[src/rtl/ysyx_24100006_mem_arbiter_pkg.sv]
// Shared definitions for the IFU/LSU memory arbiter: bus widths and FSM state encoding.
package ysyx_24100006_mem_arbiter_pkg;

   localparam int unsigned ARB_ADDR_W = 32;
   localparam int unsigned ARB_DATA_W = 32;

   typedef enum logic [1:0] {
      ST_IDLE   = 2'd0,
      ST_IFU_RD = 2'd1,
      ST_LSU_RD = 2'd2,
      ST_LSU_WR = 2'd3
   } arb_state_e;

endpackage

[src/rtl/ysyx_24100006_rr_pick2.sv]
// Two-way round-robin selector; req[0] wins a tie when it was not the most recent winner.
module ysyx_24100006_rr_pick2 (
   input  logic [1:0] req,
   input  logic       last,
   output logic [1:0] grant
);

   always_comb begin
      grant = 2'b00;
      if (req == 2'b11) begin
         grant = last ? 2'b10 : 2'b01;
      end else begin
         grant = req;
      end
   end

endmodule

[src/rtl/ysyx_24100006_mem_arbiter.sv]
// Shares one AXI-lite-style memory slave between the IFU (read) and the LSU (read/write),
// one outstanding transaction at a time, round-robin on contention.
module ysyx_24100006_mem_arbiter
   import ysyx_24100006_mem_arbiter_pkg::*;
#(
   parameter int unsigned ADDR_W = ARB_ADDR_W,
   parameter int unsigned DATA_W = ARB_DATA_W
) (
   input  logic                clk,
   input  logic                reset,

   input  logic                ifu_arvalid,
   input  logic [ADDR_W-1:0]   ifu_araddr,
   output logic                ifu_arready,
   output logic                ifu_rvalid,
   output logic [DATA_W-1:0]   ifu_rdata,
   input  logic                ifu_rready,

   input  logic                lsu_arvalid,
   input  logic [ADDR_W-1:0]   lsu_araddr,
   output logic                lsu_arready,
   output logic                lsu_rvalid,
   output logic [DATA_W-1:0]   lsu_rdata,
   input  logic                lsu_rready,
   input  logic                lsu_awvalid,
   input  logic [ADDR_W-1:0]   lsu_awaddr,
   output logic                lsu_awready,
   input  logic                lsu_wvalid,
   input  logic [DATA_W-1:0]   lsu_wdata,
   input  logic [DATA_W/8-1:0] lsu_wstrb,
   output logic                lsu_wready,
   output logic                lsu_bvalid,
   input  logic                lsu_bready,

   output logic                mem_arvalid,
   output logic [ADDR_W-1:0]   mem_araddr,
   input  logic                mem_arready,
   input  logic                mem_rvalid,
   input  logic [DATA_W-1:0]   mem_rdata,
   output logic                mem_rready,
   output logic                mem_awvalid,
   output logic [ADDR_W-1:0]   mem_awaddr,
   input  logic                mem_awready,
   output logic                mem_wvalid,
   output logic [DATA_W-1:0]   mem_wdata,
   output logic [DATA_W/8-1:0] mem_wstrb,
   input  logic                mem_wready,
   input  logic                mem_bvalid,
   output logic                mem_bready
);

   arb_state_e state_q, state_d;
   logic       last_ifu_q, last_ifu_d;
   logic [1:0] req;
   logic [1:0] grant;

   assign req = {lsu_arvalid | lsu_awvalid, ifu_arvalid};

   ysyx_24100006_rr_pick2 u_pick (
      .req   (req),
      .last  (last_ifu_q),
      .grant (grant)
   );

   always_ff @(posedge clk or negedge reset) begin
      if (!reset) begin
         state_q    <= ST_IDLE;
         last_ifu_q <= 1'b0;
      end else begin
         state_q    <= state_d;
         last_ifu_q <= last_ifu_d;
      end
   end

   // Next state plus grant-based routing; everything idles at zero outside its grant.
   always_comb begin
      state_d     = state_q;
      last_ifu_d  = last_ifu_q;
      ifu_arready = 1'b0;
      ifu_rvalid  = 1'b0;
      ifu_rdata   = '0;
      lsu_arready = 1'b0;
      lsu_rvalid  = 1'b0;
      lsu_rdata   = '0;
      lsu_awready = 1'b0;
      lsu_wready  = 1'b0;
      lsu_bvalid  = 1'b0;
      mem_arvalid = 1'b0;
      mem_araddr  = '0;
      mem_rready  = 1'b0;
      mem_awvalid = 1'b0;
      mem_awaddr  = '0;
      mem_wvalid  = 1'b0;
      mem_wdata   = '0;
      mem_wstrb   = '0;
      mem_bready  = 1'b0;

      case (state_q)
         ST_IDLE: begin
            if (grant[0]) begin
               state_d    = ST_IFU_RD;
               last_ifu_d = 1'b1;
            end else if (grant[1]) begin
               // A pending write outranks a pending read from the same master.
               state_d    = lsu_awvalid ? ST_LSU_WR : ST_LSU_RD;
               last_ifu_d = 1'b0;
            end
         end
         ST_IFU_RD: begin
            mem_arvalid = ifu_arvalid;
            mem_araddr  = ifu_araddr;
            ifu_arready = mem_arready;
            ifu_rvalid  = mem_rvalid;
            ifu_rdata   = mem_rdata;
            mem_rready  = ifu_rready;
            if (mem_rvalid && ifu_rready) state_d = ST_IDLE;
         end
         ST_LSU_RD: begin
            mem_arvalid = lsu_arvalid;
            mem_araddr  = lsu_araddr;
            lsu_arready = mem_arready;
            lsu_rvalid  = mem_rvalid;
            lsu_rdata   = mem_rdata;
            mem_rready  = lsu_rready;
            if (mem_rvalid && lsu_rready) state_d = ST_IDLE;
         end
         ST_LSU_WR: begin
            mem_awvalid = lsu_awvalid;
            mem_awaddr  = lsu_awaddr;
            lsu_awready = mem_awready;
            mem_wvalid  = lsu_wvalid;
            mem_wdata   = lsu_wdata;
            mem_wstrb   = lsu_wstrb;
            lsu_wready  = mem_wready;
            lsu_bvalid  = mem_bvalid;
            mem_bready  = lsu_bready;
            if (mem_bvalid && lsu_bready) state_d = ST_IDLE;
         end
         default: state_d = ST_IDLE;
      endcase
   end

endmodule
[config.mk]
export PLATFORM = sky130hd
export DESIGN_NAME = ysyx_24100006_mem_arbiter
export DESIGN_NICKNAME = d
export VERILOG_FILES = /design/src/rtl/ysyx_24100006_mem_arbiter_pkg.sv /design/src/rtl/ysyx_24100006_rr_pick2.sv /design/src/rtl/ysyx_24100006_mem_arbiter.sv
export SDC_FILE = /design/constraint.sdc
export NUM_CORES = 1
export LEC_CHECK = 0
export ABC_AREA = 0
export CAP_MARGIN = 20
export CORE_AREA = 2 2 139 141
export CTS_BUF_LIST = sky130_fd_sc_hd__clkbuf_4 sky130_fd_sc_hd__clkbuf_8
export DETAILED_ROUTE_END_ITERATION = 8
export DIE_AREA = 0 0 141 143
export PLACE_DENSITY = 0.47
export SETUP_SLACK_MARGIN = 0.5
export SLEW_MARGIN = 0
export SYNTH_ARGS = -nofsm -noshare
export SYNTH_HDL_FRONTEND = slang
export SYNTH_SLANG_ARGS = --single-unit
[constraint.sdc]
create_clock -name clk -period 2 [get_ports clk]
set_input_delay 0.2 -clock clk [delete_from_list [all_inputs] [get_ports clk]]
set_output_delay 0.2 -clock clk [all_outputs]
set_load 0.02 [all_outputs]
=== Yosys cells after proc, flatten, opt, wreduce, memory -nomap -nowiden ===
Cells that the tools add are included.

* Bits in registers: 3
* Input port bits: 178
* Logic and storage cells: 47

* Equal/unequal tests: 8
* Mux-type cells: 29
* Bitwise logic cells: 1
* Reduce and logical (&&, ||, !) cells: 7

{| class="wikitable"
|+ Operator list
! kind !! number
|-
| 2-to-1 mux 32 bit || 4
|-
| case mux 32 bit (2 select lines) || 1
|-
| 2-to-1 mux 2 bit || 7
|-
| 2-to-1 mux 1 bit || 13
|-
| case mux 2 bit (4 select lines) || 1
|-
| == test 2 bit, second input constant || 3
|-
| inequality test 2 bit, second input constant || 3
|-
| 2-to-1 mux 4 bit || 1
|-
| case mux 1 bit (2 select lines) || 2
|-
| AND reduction 4 bit || 1
|-
| logical AND 1 bit || 3
|-
| inequality test 3 bit, second input constant || 1
|-
| == test 2 x 1 -> 1 bit, second input constant || 1
|-
| zero test 2 bit || 1
|-
| AND reduction 2 bit || 1
|-
| nonzero test 2 bit || 1
|-
| OR 1 bit || 1
|}

=== Depth between registers and ports, before layout ===
* Word-level depth: 6
* Mapped depth: 5
* Depth with buffers taken out: 5

=== Modules after synthesis ===
From an unflattened synthesis, not the netlist that was laid out.

* Cells, all modules: 260
* Area, all modules: 1737.9 µm²

{| class="wikitable"
|+ By module, submodules not included
! module !! instances !! cells an instance !! area an instance (µm²) !! sequential area each (µm²)
|-
| ysyx_24100006_mem_arbiter || 1 || 257 || 1719.1 || 75.1
|-
| ysyx_24100006_rr_pick2 || 1 || 3 || 18.8 || 0.0
|}

=== Worst setup path after synthesis ===
OpenSTA, ideal clock, no wires.

* Kind: register -> output
* Start point: register state_q[0]
* End point: output port mem_araddr[0]
* Data arrival time: 1419 ps
* Required time: 1800 ps
* Slack: 381 ps
* Cell stages (with the launch flop): 6
* Cells stage by stage: dfrtp_1 > inv_1 > ha_1 > clkbuf_1 > a22oi_1 > nor2b_1

* Longest elaborated chain between the ends: 2
* Elaborated cells on any way between the ends: 3

{| class="wikitable"
|+ Ends and longest elaborated chain
! item !! RTL line !! source
|-
| from (decl) || ysyx_24100006_mem_arbiter.sv:52 || <nowiki>arb_state_e state_q, state_d;</nowiki>
|-
| from (signal assigned) || ysyx_24100006_mem_arbiter.sv:70 || <nowiki>state_q <= state_d;</nowiki>
|-
| == test 2 bit or == test 2 x 1 -> 1 bit (tied branches) || ysyx_24100006_mem_arbiter.sv:98 || <nowiki>case (state_q)</nowiki>
|-
| case mux 32 bit (2 select lines) * || ysyx_24100006_mem_arbiter.sv:98 ||
|-
| to (decl) || ysyx_24100006_mem_arbiter.sv:36 || <nowiki>output logic [ADDR_W-1:0] mem_araddr,</nowiki>
|}

Mark *: on every way between the ends. The rest lies on a longest branch, timed or not.

=== Final worst setup path ===
* Start point: register state_q[1]
* End point: register state_q[1]

* Longest elaborated chain between the ends: 3
* Elaborated cells on any way between the ends: 10

{| class="wikitable"
|+ Ends and longest elaborated chain
! item !! RTL line
|-
| == test 2 bit (tied with other cells) || ysyx_24100006_mem_arbiter.sv:98
|-
| inequality test 2 bit (no line) or inequality test 3 bit (tied branches) || n/a
|-
| AND reduction 4 bit (no line) || n/a
|}

Parallel ways exist; a longest one is shown, timed or not.
A chain may end at the register's enable or synchronous reset.

==> metrics <==
port bufs approximately 350; Final period util 0.9520; worst-skew pair later-pin latency roughly 0.21 ns; critical path arrival roughly 2.0 ns; power per cell area 1098 nW/um^2; final setup fails 0; Lkg Pwr 0.002624 uW; Starting Density 0.09185; Hold Vio Cnt, Final 0; Slew Limit Headroom 0.7912; first-pass GRT wire length 19980 microns; Mean Syn Cell Area 6.615 sq um; Hold WC Path Type in -> async; Initial DRC Count 35; largest net degree at the start of global routing 47; status finished clean; vias in the first global route 3402; TritonCTS clock tree yes; CTS Buffer Depth 2; # IOs about 350; DP Worst Slack -0.01503 ns; via count about 3.3k; Setup WS post-layout roughly 0.096 ns; Core Area 18580 sq um; nets between 800 and 900; Fillers between 2k and 2.5k; Least-Margin Pin Slew roughly 0.31 ns; DP HPWL ~11000 microns; cell count after placement between 800 and 900; GP Congestion 0.8030; Synth cell types 17; Root Buffer clkbuf_8; residual DRC count 0; cell count after synthesis 258; DIE AREA ~20000 sq um; WS Path Type reg -> reg; Final Slew Violations 0; CTS Buf Count 3; Setup Skew 0.0002058 ns; Seq cells post-synth 3; total power around 6500 uW; GRT Residual Overflow 0; clock sink total 3; sequential share of the synthesized area 0.04399; Rows 50; Post-Syn Nets 440; reg2reg start state_q[1]; initial antenna violation count 0; RSZ-0062 raised after global routing yes; minimum clock period ~1.9 ns; Post-Route WL approximately 16000 microns; Die Y 143 microns; CP max FO 24; Clock transition at path regs 0.03 ns; Vias per Instance between 3 and 4; synthesized cell area 1707 sq um; Crit. Startpoint state_q[1]; fmax roughly 530 MHz; n_diodes 0; Post-CTS Hold Buffers 0; non-filler cells, final slightly below 900; total global routing track utilization 0.1276; drt first pass iters 4; peak supply drop 0.0003321 V; Critical Path End Type flip-flop; H-tree depth 1; Die Wd ~140 microns; CP required about 2.1 ns; wire per inst 17.88 microns; type of origin of the critical path flip-flop; layout cells sized above 1 0.4937; Post-DRT Antenna Nets 0; Yosys warnings 0; area grow syn2layout 246.6%; maxcap violations 0
flip-flops by register name (all words and copies together), names as in the netlist:
signal and count:
state_q 2, last_ifu_q 1
per-stage QoR:
stage                     TNS (ns)    util  area (sq um)  hold WS [ns]
after detailed placement  -0.01503  0.3071          5707        0.3979
after global routing             0  0.3184          5916        0.1764
after global placement           0  0.3071          5707        0.3972
after floorplan                  0       -          1809      -0.09559
after CTS                        0  0.3189          5924        0.1706
final                            0  0.3184          5916        0.1707
worst max-delay path, stage by stage, from the launching register on:
cell and delay [ns]:
dfrtp_1 0.39, buf_4 0.15, ha_4 0.20, buf_16 0.17, buf_4 0.15, a21boi_1 0.15
nor4_4 0.22, mux2_4 0.33
path summary, 6_finish.rpt:
kind,slack [ns],to,depth (start not counted)
max,0.1,state_q[1],7
min,0.17,state_q[0],1
max reg2reg,0.1,state_q[1],7
min reg2reg,0.58,last_ifu_q,2
max in group asynchronous,1.69,last_ifu_q,1
min in group clk,0.58,last_ifu_q,2
synthesized netlist by cell type:
library cell | instances | area share
dfrtp_1 | 3 | 0.044
and2_1 | 142 | 0.52
a21boi_1 | 3 | 0.013
mux2_1 | 1 | 0.0066
nor2b_1 | 34 | 0.12
inv_1 | 3 | 0.0066
buf_2 | 2 | 0.0059
ha_1 | 4 | 0.029
clkbuf_1 | 23 | 0.051
nor4b_2 | 1 | 0.0088
a21boi_0 | 1 | 0.0044
a22oi_1 | 34 | 0.15
a21oi_1 | 2 | 0.0059
o21a_1 | 2 | 0.0088
nor4_4 | 1 | 0.012
mux2i_1 | 1 | 0.0059
o21ai_0 | 1 | 0.0029
routing by layer:
| metal | track usage | vias up | routed length [microns] |
|---|---|---|---|
| li1 | - | 1595 | - |
| met1 | 0.1297 | 1551 | 5435 |
| met2 | 0.2575 | 203 | 8634 |
| met4 | 0.009474 | 0 | 0 |
| met3 | 0.04695 | 0 | 1452 |
| met5 | 0 | - | 0 |
final cells by class:
| class | count | area (sq um) | share of cell area |
|---|---|---|---|
| clock buffer | 4 | 48.80 | 0.008249 |
| inverter | 3 | 11.26 | 0.001904 |
| multi-input combinational | 227 | 1819 | 0.3075 |
| sequential | 3 | 75.07 | 0.01269 |
| tap | 234 | 292.8 | 0.04949 |
| timing repair buffer | 397 | 3669 | 0.6201 |
logic make-up (layout without fill, tap and decap cells):
| kind of cell | after synthesis | count (layout) | synth area share |
|---|---|---|---|
| simple gates | 178 | 178 | 0.6664 |
| compound gates | 43 | 43 | 0.1847 |
| flops | 3 | 3 | 0.04399 |
| fa+ha+maj | 4 | 4 | 0.02933 |
| buf+inv | 28 | 404 | 0.06305 |
| mux | 2 | 2 | 0.01246 |
power breakdown:
group          internal [uW]  total (uW)  switching (uW)  leakage, uW
registers               91.9         116            23.7    0.0000367
clock network            149         189            39.1    0.0000262
logic                   3150        6190            3040      0.00256
repair_timing:
item | in CTS | in global routing
pin swaps | 2 | 3
cloned | 4 | 9
resized for setup | 328 | 381
endpoints found under the setup margin | 178 | 178
setup buffers | 4 | 13
placed cells by master, fill, tap and decap left out, types with 2 or more instances in the layout:
cell type / instances
inv_2: 2
clkbuf_16: 7
clkbuf_4: 3
o21a_1: 2
dfrtp_1: 3
buf_2: 31
buf_12: 10
ha_4: 4
buf_4: 47
and2_4: 9
a22oi_2: 24
clkbuf_2: 74
nor2b_2: 30
clkdlybuf4s50_1: 177
buf_6: 14
a21boi_1: 3
buf_16: 4
nor2b_1: 4
a21oi_1: 2
clkdlybuf4s15_2: 25
a22oi_1: 10
and2_1: 114
clkbuf_8: 3
and2_2: 19
buf_8: 4
No activity file was read; power rests on OpenSTA's default activity.
